--- config.mk ---
export PLATFORM = sky130hd
export DESIGN_NAME = regfile_write_arbiter
export DESIGN_NICKNAME = d
export VERILOG_FILES = /design/src/rtl/regfile_write_arbiter.sv
export SDC_FILE = /design/constraint.sdc
export NUM_CORES = 1
export LEC_CHECK = 0
export ABC_AREA = 1
export CAP_MARGIN = 20
export CELL_PAD_IN_SITES_DETAIL_PLACEMENT = 1
export CELL_PAD_IN_SITES_GLOBAL_PLACEMENT = 2
export CORE_UTILIZATION = 27
export CTS_BUF_LIST = sky130_fd_sc_hd__clkbuf_4
export DETAILED_ROUTE_END_ITERATION = 6
export HOLD_SLACK_MARGIN = 0.1
export PLACE_DENSITY = 0.8
export SLEW_MARGIN = 20
export SYNTH_ARGS = -nofsm -noshare
export SYNTH_HDL_FRONTEND = slang
export SYNTH_SLANG_ARGS = --single-unit
export TNS_END_PERCENT = 20
--- constraint.sdc ---
create_clock -name clk -period 2.15 [get_ports clk]
set_input_delay 0.645 -clock clk [delete_from_list [all_inputs] [get_ports clk]]
set_output_delay 0.645 -clock clk [all_outputs]
set_load 0.01 [all_outputs]
--- src/rtl/regfile_write_arbiter.sv ---
// Arbitrates the single register-file write port between ALU writeback and a small load FIFO.
// ALU has priority unless it would overtake an older queued load to the same register or the FIFO starves.
module regfile_write_arbiter #(
  parameter int unsigned ADDR_W       = 4,
  parameter int unsigned DATA_W       = 32,
  parameter int unsigned FIFO_DEPTH   = 2,
  parameter int unsigned STARVE_LIMIT = 4
) (
  input  logic              clk,
  input  logic              rst_n,
  input  logic              alu_valid,
  output logic              alu_ready,
  input  logic [ADDR_W-1:0] alu_addr,
  input  logic [DATA_W-1:0] alu_data,
  input  logic              mem_valid,
  output logic              mem_ready,
  input  logic [ADDR_W-1:0] mem_addr,
  input  logic [DATA_W-1:0] mem_data,
  input  logic [ADDR_W-1:0] rd_addr1,
  input  logic [ADDR_W-1:0] rd_addr2,
  output logic              hazard1,
  output logic              hazard2,
  output logic              we3,
  output logic [ADDR_W-1:0] wa3,
  output logic [DATA_W-1:0] wd3
);

  localparam int unsigned CntW = $clog2(FIFO_DEPTH + 1);
  localparam int unsigned StvW = $clog2(STARVE_LIMIT + 1);

  // Shift-register FIFO: entry 0 is the head, entries below count_q are valid.
  logic [ADDR_W-1:0] faddr_q [FIFO_DEPTH];
  logic [ADDR_W-1:0] faddr_d [FIFO_DEPTH];
  logic [DATA_W-1:0] fdata_q [FIFO_DEPTH];
  logic [DATA_W-1:0] fdata_d [FIFO_DEPTH];
  logic [CntW-1:0]   count_q, count_d;
  logic [StvW-1:0]   starve_q, starve_d;
  logic              we3_q, we3_d;
  logic [ADDR_W-1:0] wa3_q, wa3_d;
  logic [DATA_W-1:0] wd3_q, wd3_d;

  logic              conflict, force_mem, alu_grant, pop, push;
  logic [CntW-1:0]   wr_idx;

  always_comb begin
    conflict = 1'b0;
    hazard1  = we3_q && (wa3_q == rd_addr1);
    hazard2  = we3_q && (wa3_q == rd_addr2);
    for (int i = 0; i < int'(FIFO_DEPTH); i++) begin
      if (CntW'(i) < count_q) begin
        if (faddr_q[i] == alu_addr) conflict = 1'b1;
        if (faddr_q[i] == rd_addr1) hazard1 = 1'b1;
        if (faddr_q[i] == rd_addr2) hazard2 = 1'b1;
      end
    end
  end

  assign force_mem = starve_q >= StvW'(STARVE_LIMIT);
  assign alu_ready = !conflict && !force_mem;
  assign mem_ready = count_q < CntW'(FIFO_DEPTH);
  assign alu_grant = alu_valid && alu_ready;
  assign pop       = !alu_grant && (count_q != '0);
  assign push      = mem_valid && mem_ready;
  assign wr_idx    = pop ? count_q - 1'b1 : count_q;

  always_comb begin
    faddr_d = faddr_q;
    fdata_d = fdata_q;
    if (pop) begin
      for (int i = 0; i < int'(FIFO_DEPTH) - 1; i++) begin
        faddr_d[i] = faddr_q[i+1];
        fdata_d[i] = fdata_q[i+1];
      end
    end
    for (int i = 0; i < int'(FIFO_DEPTH); i++) begin
      if (push && (CntW'(i) == wr_idx)) begin
        faddr_d[i] = mem_addr;
        fdata_d[i] = mem_data;
      end
    end

    count_d = count_q;
    unique case ({push, pop})
      2'b10:   count_d = count_q + 1'b1;
      2'b01:   count_d = count_q - 1'b1;
      default: count_d = count_q;
    endcase

    starve_d = starve_q;
    if (pop || (count_q == '0)) begin
      starve_d = '0;
    end else if (alu_grant && (starve_q < StvW'(STARVE_LIMIT))) begin
      starve_d = starve_q + 1'b1;
    end

    we3_d = alu_grant || pop;
    wa3_d = wa3_q;
    wd3_d = wd3_q;
    if (alu_grant) begin
      wa3_d = alu_addr;
      wd3_d = alu_data;
    end else if (pop) begin
      wa3_d = faddr_q[0];
      wd3_d = fdata_q[0];
    end
  end

  always_ff @(posedge clk or negedge rst_n) begin
    if (!rst_n) begin
      faddr_q  <= '{default: '0};
      fdata_q  <= '{default: '0};
      count_q  <= '0;
      starve_q <= '0;
      we3_q    <= 1'b0;
      wa3_q    <= '0;
      wd3_q    <= '0;
    end else begin
      faddr_q  <= faddr_d;
      fdata_q  <= fdata_d;
      count_q  <= count_d;
      starve_q <= starve_d;
      we3_q    <= we3_d;
      wa3_q    <= wa3_d;
      wd3_q    <= wd3_d;
    end
  end

  assign we3 = we3_q;
  assign wa3 = wa3_q;
  assign wd3 = wd3_q;

endmodule

### Word-level counts from Yosys, hierarchy flattened

Cells that the tools add are included.

* register bits after elaboration: 114
* bits of input ports: 84
* output and inout bits: 41
* logic and storage cells: 73

* $add $sub $neg: 3
* $lt $le $gt $ge: 5
* equal/unequal tests: 11
* muxes and demuxes: 24
* reductions and logical operators: 21

Operators by type and width (count)
* two-way mux 32 bit: 4
* equality test 4 bit: 8
* two-way mux 4 bit: 4
* two-way mux 1 bit: 12
* nonzero test 2 bit: 5
* logical AND 1 bit: 9
* two-way mux 3 bit: 2
* logical NOT 2 bit: 2
* < comparator 1 x 2 -> 1 bit, first input constant: 2
* case mux 2 bit (2 select lines): 1
* adder 3 x 1 -> 3 bit, second input constant: 1
* greater-or-equal comparator 3 bit, second input constant: 1
* logical NOT 1 bit: 3
* < comparator 3 bit, second input constant: 1
* adder 2 x 1 -> 2 bit, second input constant: 1
* equality test 1 x 2 -> 1 bit, first input constant: 1
* equality test 2 x 1 -> 1 bit, second input constant: 1
* equality test 2 bit, second input constant: 1
* logical OR 1 bit: 2
* < comparator 2 bit, second input constant: 1
* two-way mux 2 bit: 1
* subtractor 2 x 1 -> 2 bit, second input constant: 1

### Longest topological paths before layout

* depth in word-level cells: 14
* mapped depth: 15
* gate-level depth less buffers: 14

### Worst setup path before layout

Ideal clock, no wire load.

* path type: flip-flop to flip-flop
* start point: register count_q[0]
* end point: register count_q[1]
* library setup time: 0.127 ns
* arrival time: 2.122 ns
* required time: 2.023 ns
* path slack: -0.099 ns
* stages on the path, launching flop included: 14
* path buffers: 1
* clock period less this slack: 2.249 ns
* cell sequence: dfrtp_1 -> inv_1 -> ha_1 -> inv_2 -> o21ai_0 -> nor2_1 -> nand2_1 -> nand4_4 -> nand2_4 -> inv_2 -> clkbuf_1 -> ha_1 -> nand2_1 -> o21ai_0

* longest elaborated chain between the ends: 11
* elaborated cells on any way between the ends: 19
* classes of those cells: add/sub (2); order compare (3); eq/ne (2); mux (4); reduce/logical (8)

Ends and longest elaborated chain
* from (decl): line 36 `logic [CntW-1:0] count_q, count_d;`
* from (signal assigned): line 120 `count_q <= count_d;`
* < comparator 1 x 2 -> 1 bit: line 50 `if (CntW'(i) < count_q) begin`
* two-way mux 1 bit: line 50
* two-way mux 1 bit: line 51 `if (faddr_q[i] == alu_addr) conflict = 1'b1;`
* two-way mux 1 bit: line 50
* logical NOT 1 bit: line 59 `assign alu_ready = !conflict && !force_mem;`
* logical AND 1 bit: line 59
* logical AND 1 bit: line 61 `assign alu_grant = alu_valid && alu_ready;`
* logical NOT 1 bit: line 62 `assign pop = !alu_grant && (count_q != '0);`
* logical AND 1 bit: line 62
* equality test 2 x 1 -> 1 bit or equality test 2 bit (tied branches): line 83 `unique case ({push, pop})`
* case mux 2 bit (2 select lines) or nonzero test 2 bit (tied branches)

Several ways; a longest one is shown, not always the timed one.
A chain may end at the register's enable or synchronous reset.

### Final worst setup path

* start point: input rd_addr1[1]
* end point: output hazard1

* longest elaborated chain between the ends: 6
* elaborated cells on any way between the ends: 8
* classes of those cells: eq/ne (3); mux (4); reduce/logical (1)

Ends and longest elaborated chain
* from (decl): line 19 `input logic [ADDR_W-1:0] rd_addr1,`
* equality test 4 bit: line 47 `hazard1 = we3_q && (wa3_q == rd_addr1);`
* logical AND 1 bit: line 47
* two-way mux 1 bit: line 52 `if (faddr_q[i] == rd_addr1) hazard1 = 1'b1;`
* two-way mux 1 bit: line 50
* two-way mux 1 bit: line 52
* two-way mux 1 bit (*): line 50
* to (decl): line 21 `output logic hazard1,`

Every way passes the cells marked *; elsewhere a longest branch is shown, timed or not.

==> qor.txt <==
OUTCOME
---------------------------------------------------------------------------------
Result of the run                                                    complete, but fails checks
Violations in the final reports                                      setup timing

ROUTE
---------------------------------------------------------------------------------
Routed via count                                                             5720
DR iter-0 viols                                                               224
Number of antenna-violating nets in the routed design                           0
Final wirelength                                                         20590 um
Number of iterations in the first detailed-routing pass                         4
Average vias per placed instance                                            4.551
Per-cell routed wire length                                              16.38 um
DRC violation count after routing                                               0

CRITICAL PATH
---------------------------------------------------------------------------------
Category of the most critical setup path                             primary input to primary output
Sort of element at the start of the critical path                    primary input
Worst path cell trace                                                clkdlybuf4s50_1, xor2_1, a2111oi_4, o2111ai_2, nand3_1, buf_2
Data required time of the worst path                                      1.50 ns
Crit path arrival time                                                    2.01 ns
Buffers plus inverters on the worst setup path                                  2
Delay of the slowest cell on the worst path                               0.43 ns
Levels on crit path                                                             6
Worst r2r path cells                                                           17
Largest fanout on the critical path                                             2
Slowest cell on the critical path                                    sky130_fd_sc_hd__clkdlybuf4s50_1
Largest delay contributor family on the critical path                buffers and inverters
Critical path capture point type                                     primary output

GRT
---------------------------------------------------------------------------------
Overflow after GRT                                                              0
Wire length of the first global-routing pass                             32570 um
Global-route usage over all layers                                         19.35%
Via count of the first global-routing pass                                   6035
Maximum number of pins on one net before global-route repair                   41
Number of antenna violations at the first check in global routing               1

TIMING
---------------------------------------------------------------------------------
Number of setup violations in the final report                                117
Slew Viols, Final                                                               0
RSZ-0062 raised after global routing                                          yes
Period utilisation layout                                                  123.6%
Worst Slack Setup Final                                                -0.5066 ns
Worst Skew                                                             0.02158 ns
Minimum clock period after layout                                        2.657 ns
Final hold violations                                                           0
Worst slew margin                                                          64.09%
Slew at the pin closest to its max-slew limit                           0.5386 ns
Summed negative setup slack over all endpoints                          -30.76 ns
Maximum clock frequency                                                 376.4 MHz

SYNTHESIS
---------------------------------------------------------------------------------
Synthesized flop and latch total                                              114
Post-Syn Nets                                                                 860
Largest cells by area after synthesis                                sky130_fd_sc_hd__dfrtp_1 (49%), sky130_fd_sc_hd__nand2_1 (22%), sky130_fd_sc_hd__nand3_1 (9.2%), sky130_fd_sc_hd__inv_1 (3.5%), sky130_fd_sc_hd__o21ai_0 (3.1%)
Netlist area before placement                                          5846 sq um
Cell type with the largest total area after synthesis                sky130_fd_sc_hd__dfrtp_1
Compound-gate portion of the synthesized area                              5.244%
Yosys top cell area share                                                  48.80%
Fraction of synthesized cell area in xor and xnor cells                    2.547%
Register area share after synthesis                                        48.80%
Simple-Gate Fraction of Synth Area                                         34.52%
Number of warnings issued by yosys                                              0
Mux share of post-synthesis cell area                                          0%
Count of mapped cells out of synthesis                                        772
Post-synthesis adder-cell area fraction                                   0.8562%
Number of distinct library cells after synthesis                               33
Mean cell area of the mapped netlist                                  7.572 sq um
Dominant combinational cell family by area after synthesis           simple AND/OR/NAND/NOR gates

FLOORPLANNING
---------------------------------------------------------------------------------
Die width                                                                149.1 um
Die footprint                                                         22240 sq um
I/O pin total                                                                 125
Effective utilization at floorplan                                         27.63%
Floorplan row count                                                            53
Floorplan Core Area                                                   21150 sq um
Die boundary height                                                      149.1 um

MIN PATH
---------------------------------------------------------------------------------
Type of the tightest min-delay check                                 register to register
Cell depth of the worst min-delay path                                          1

CLOCK TREE
---------------------------------------------------------------------------------
Clock-pin transition on the worst setup and hold timing paths             0.11 ns
H-Tree Level Count                                                              4
Max Root-Sink Buffers                                                           2
Clock latency of the later-clocked register in the worst-skew pair        0.54 ns
Root buffer cell                                                     sky130_fd_sc_hd__clkbuf_4
Total clock sinks                                                             114
TritonCTS clock tree                                                        built
Clock buffer count from CTS                                                    17

POWER AND IR DROP
---------------------------------------------------------------------------------
Total power per unit cell area                                       1471 nW/um^2
Worst ir drop on vdd                                                     615.7 uV
Leakage power figure                                                     4.782 nW

LAYOUT
---------------------------------------------------------------------------------
Layout filler cell count                                                     2523
Area growth from synthesis to layout                                       53.75%
Final Net Count                                                              1055
Utilization after layout                                                   42.49%
Commonest non-fill, non-tap cells in the layout                      sky130_fd_sc_hd__nand2_1 (345), sky130_fd_sc_hd__dfrtp_1 (112), sky130_fd_sc_hd__nand3_1 (104)
Share of post-route cells with drive strength above 1                      17.86%
Commonest non-fill, non-tap cell in the layout                       sky130_fd_sc_hd__nand2_1

FLOW RUN
---------------------------------------------------------------------------------
Count of maximum capacitance violations                                         0

PLACE
---------------------------------------------------------------------------------
Gp weighted congestion                                                     0.8111
I/O Buffers                                                                   124
Post-DP HPWL                                                             13650 um

-- cells by family (layout without fill, tap and decap cells) --
kind of cell / after synthesis / after routing
compound gates: 54 / 54
xor+xnor: 17 / 17
fa+ha+maj: 4 / 4
buf+inv: 105 / 313
flops: 114 / 114
other cells: 0 / 2
simple gates: 478 / 478
-- sequential cells by signal (all words and copies together) (netlist names) --
signal,count
faddr_q,8
wd3,32
fdata_q,64
we3,1
wa3,4
starve_q,3
count_q,2
-- final cells by class --
class	count	area [sq um]	area share [%]
Inverter	64	255.2	2.840
Tap cell	275	344.1	3.828
Antenna cell	2	5.005	0.05569
Clock inverter	15	207.7	2.311
Sequential cell	114	2855	31.77
Multi-Input combinational cell	553	2664	29.64
Clock buffer	17	127.6	1.420
Timing Repair Buffer	217	2529	28.14
-- per-stage QoR --
step | hold slack, ns | instance area [sq um] | power (mW) | setup WS (ns) | std cells
after floorplan | 0.3494 | 5847 | 7.116 | 0.02284 | 772
after global placement | 0.4236 | 7848 | 9.875 | -0.8671 | 1196
after detailed placement | 0.4320 | 7848 | 10.02 | -0.9211 | 1196
after CTS | 0.4449 | 8777 | 13.21 | -0.4970 | 1250
after global routing | 0.4647 | 8987 | 14.25 | -0.5854 | 1257
final | 0.4386 | 8987 | 13.22 | -0.5066 | 1257
-- synthesized netlist by cell type, drive strengths merged --
cell	instances
a2111oi	1
a21oi	3
a32oi	1
o221ai	4
a211oi	2
or2	1
o21ai	40
nor3	1
inv	64
nor2	9
xnor2	7
clkbuf	16
o22ai	1
o41ai	1
buf	25
nand2	353
nand4	4
xor2	10
nand3	110
o2111ai	1
dfrtp	114
ha	4
-- power breakdown --
group,internal (mW),switching [mW],total [mW],leakage [nW]
registers,3.19,0.653,3.84,1.41
logic,3.62,3.89,7.51,3.21
clock network,0.934,0.942,1.88,0.165
total,7.74,5.49,13.2,4.78
-- layer usage --
metal  track usage, %  part of all wire (%)  up-vias
met4            4.898                   1.0        0
met5                0                     0        -
met1            25.38                    46     2774
met2            32.51                    50       93
met3            3.761                   3.2       13
li1                 -                     -     2840
-- path summary, 6_finish.rpt --
| path | from | endpoint | slack (ns) |
|---|---|---|---|
| hold reg to reg | starve_q[0] | starve_q[0] | 0.44 |
| max in group asynchronous | rst_n | wd3[7] | 0.92 |
| min in group asynchronous | rst_n | fdata_q[50] | 0.62 |
| setup reg to reg | count_q[0] | fdata_q[26] | -0.38 |
| setup / recovery | rd_addr1[1] | hazard1 | -0.51 |
| hold / removal | starve_q[0] | starve_q[0] | 0.44 |
-- what timing repair did --
item	in CTS	in global routing
pin swaps	16	7
hold buffers	1	0
resized for setup	84	48
gates cloned	11	0
endpoints found under the hold margin	28	0
setup buffers	10	5
setup endpoints to repair	126	148
Note: power is estimated with default switching activity, not from simulation.
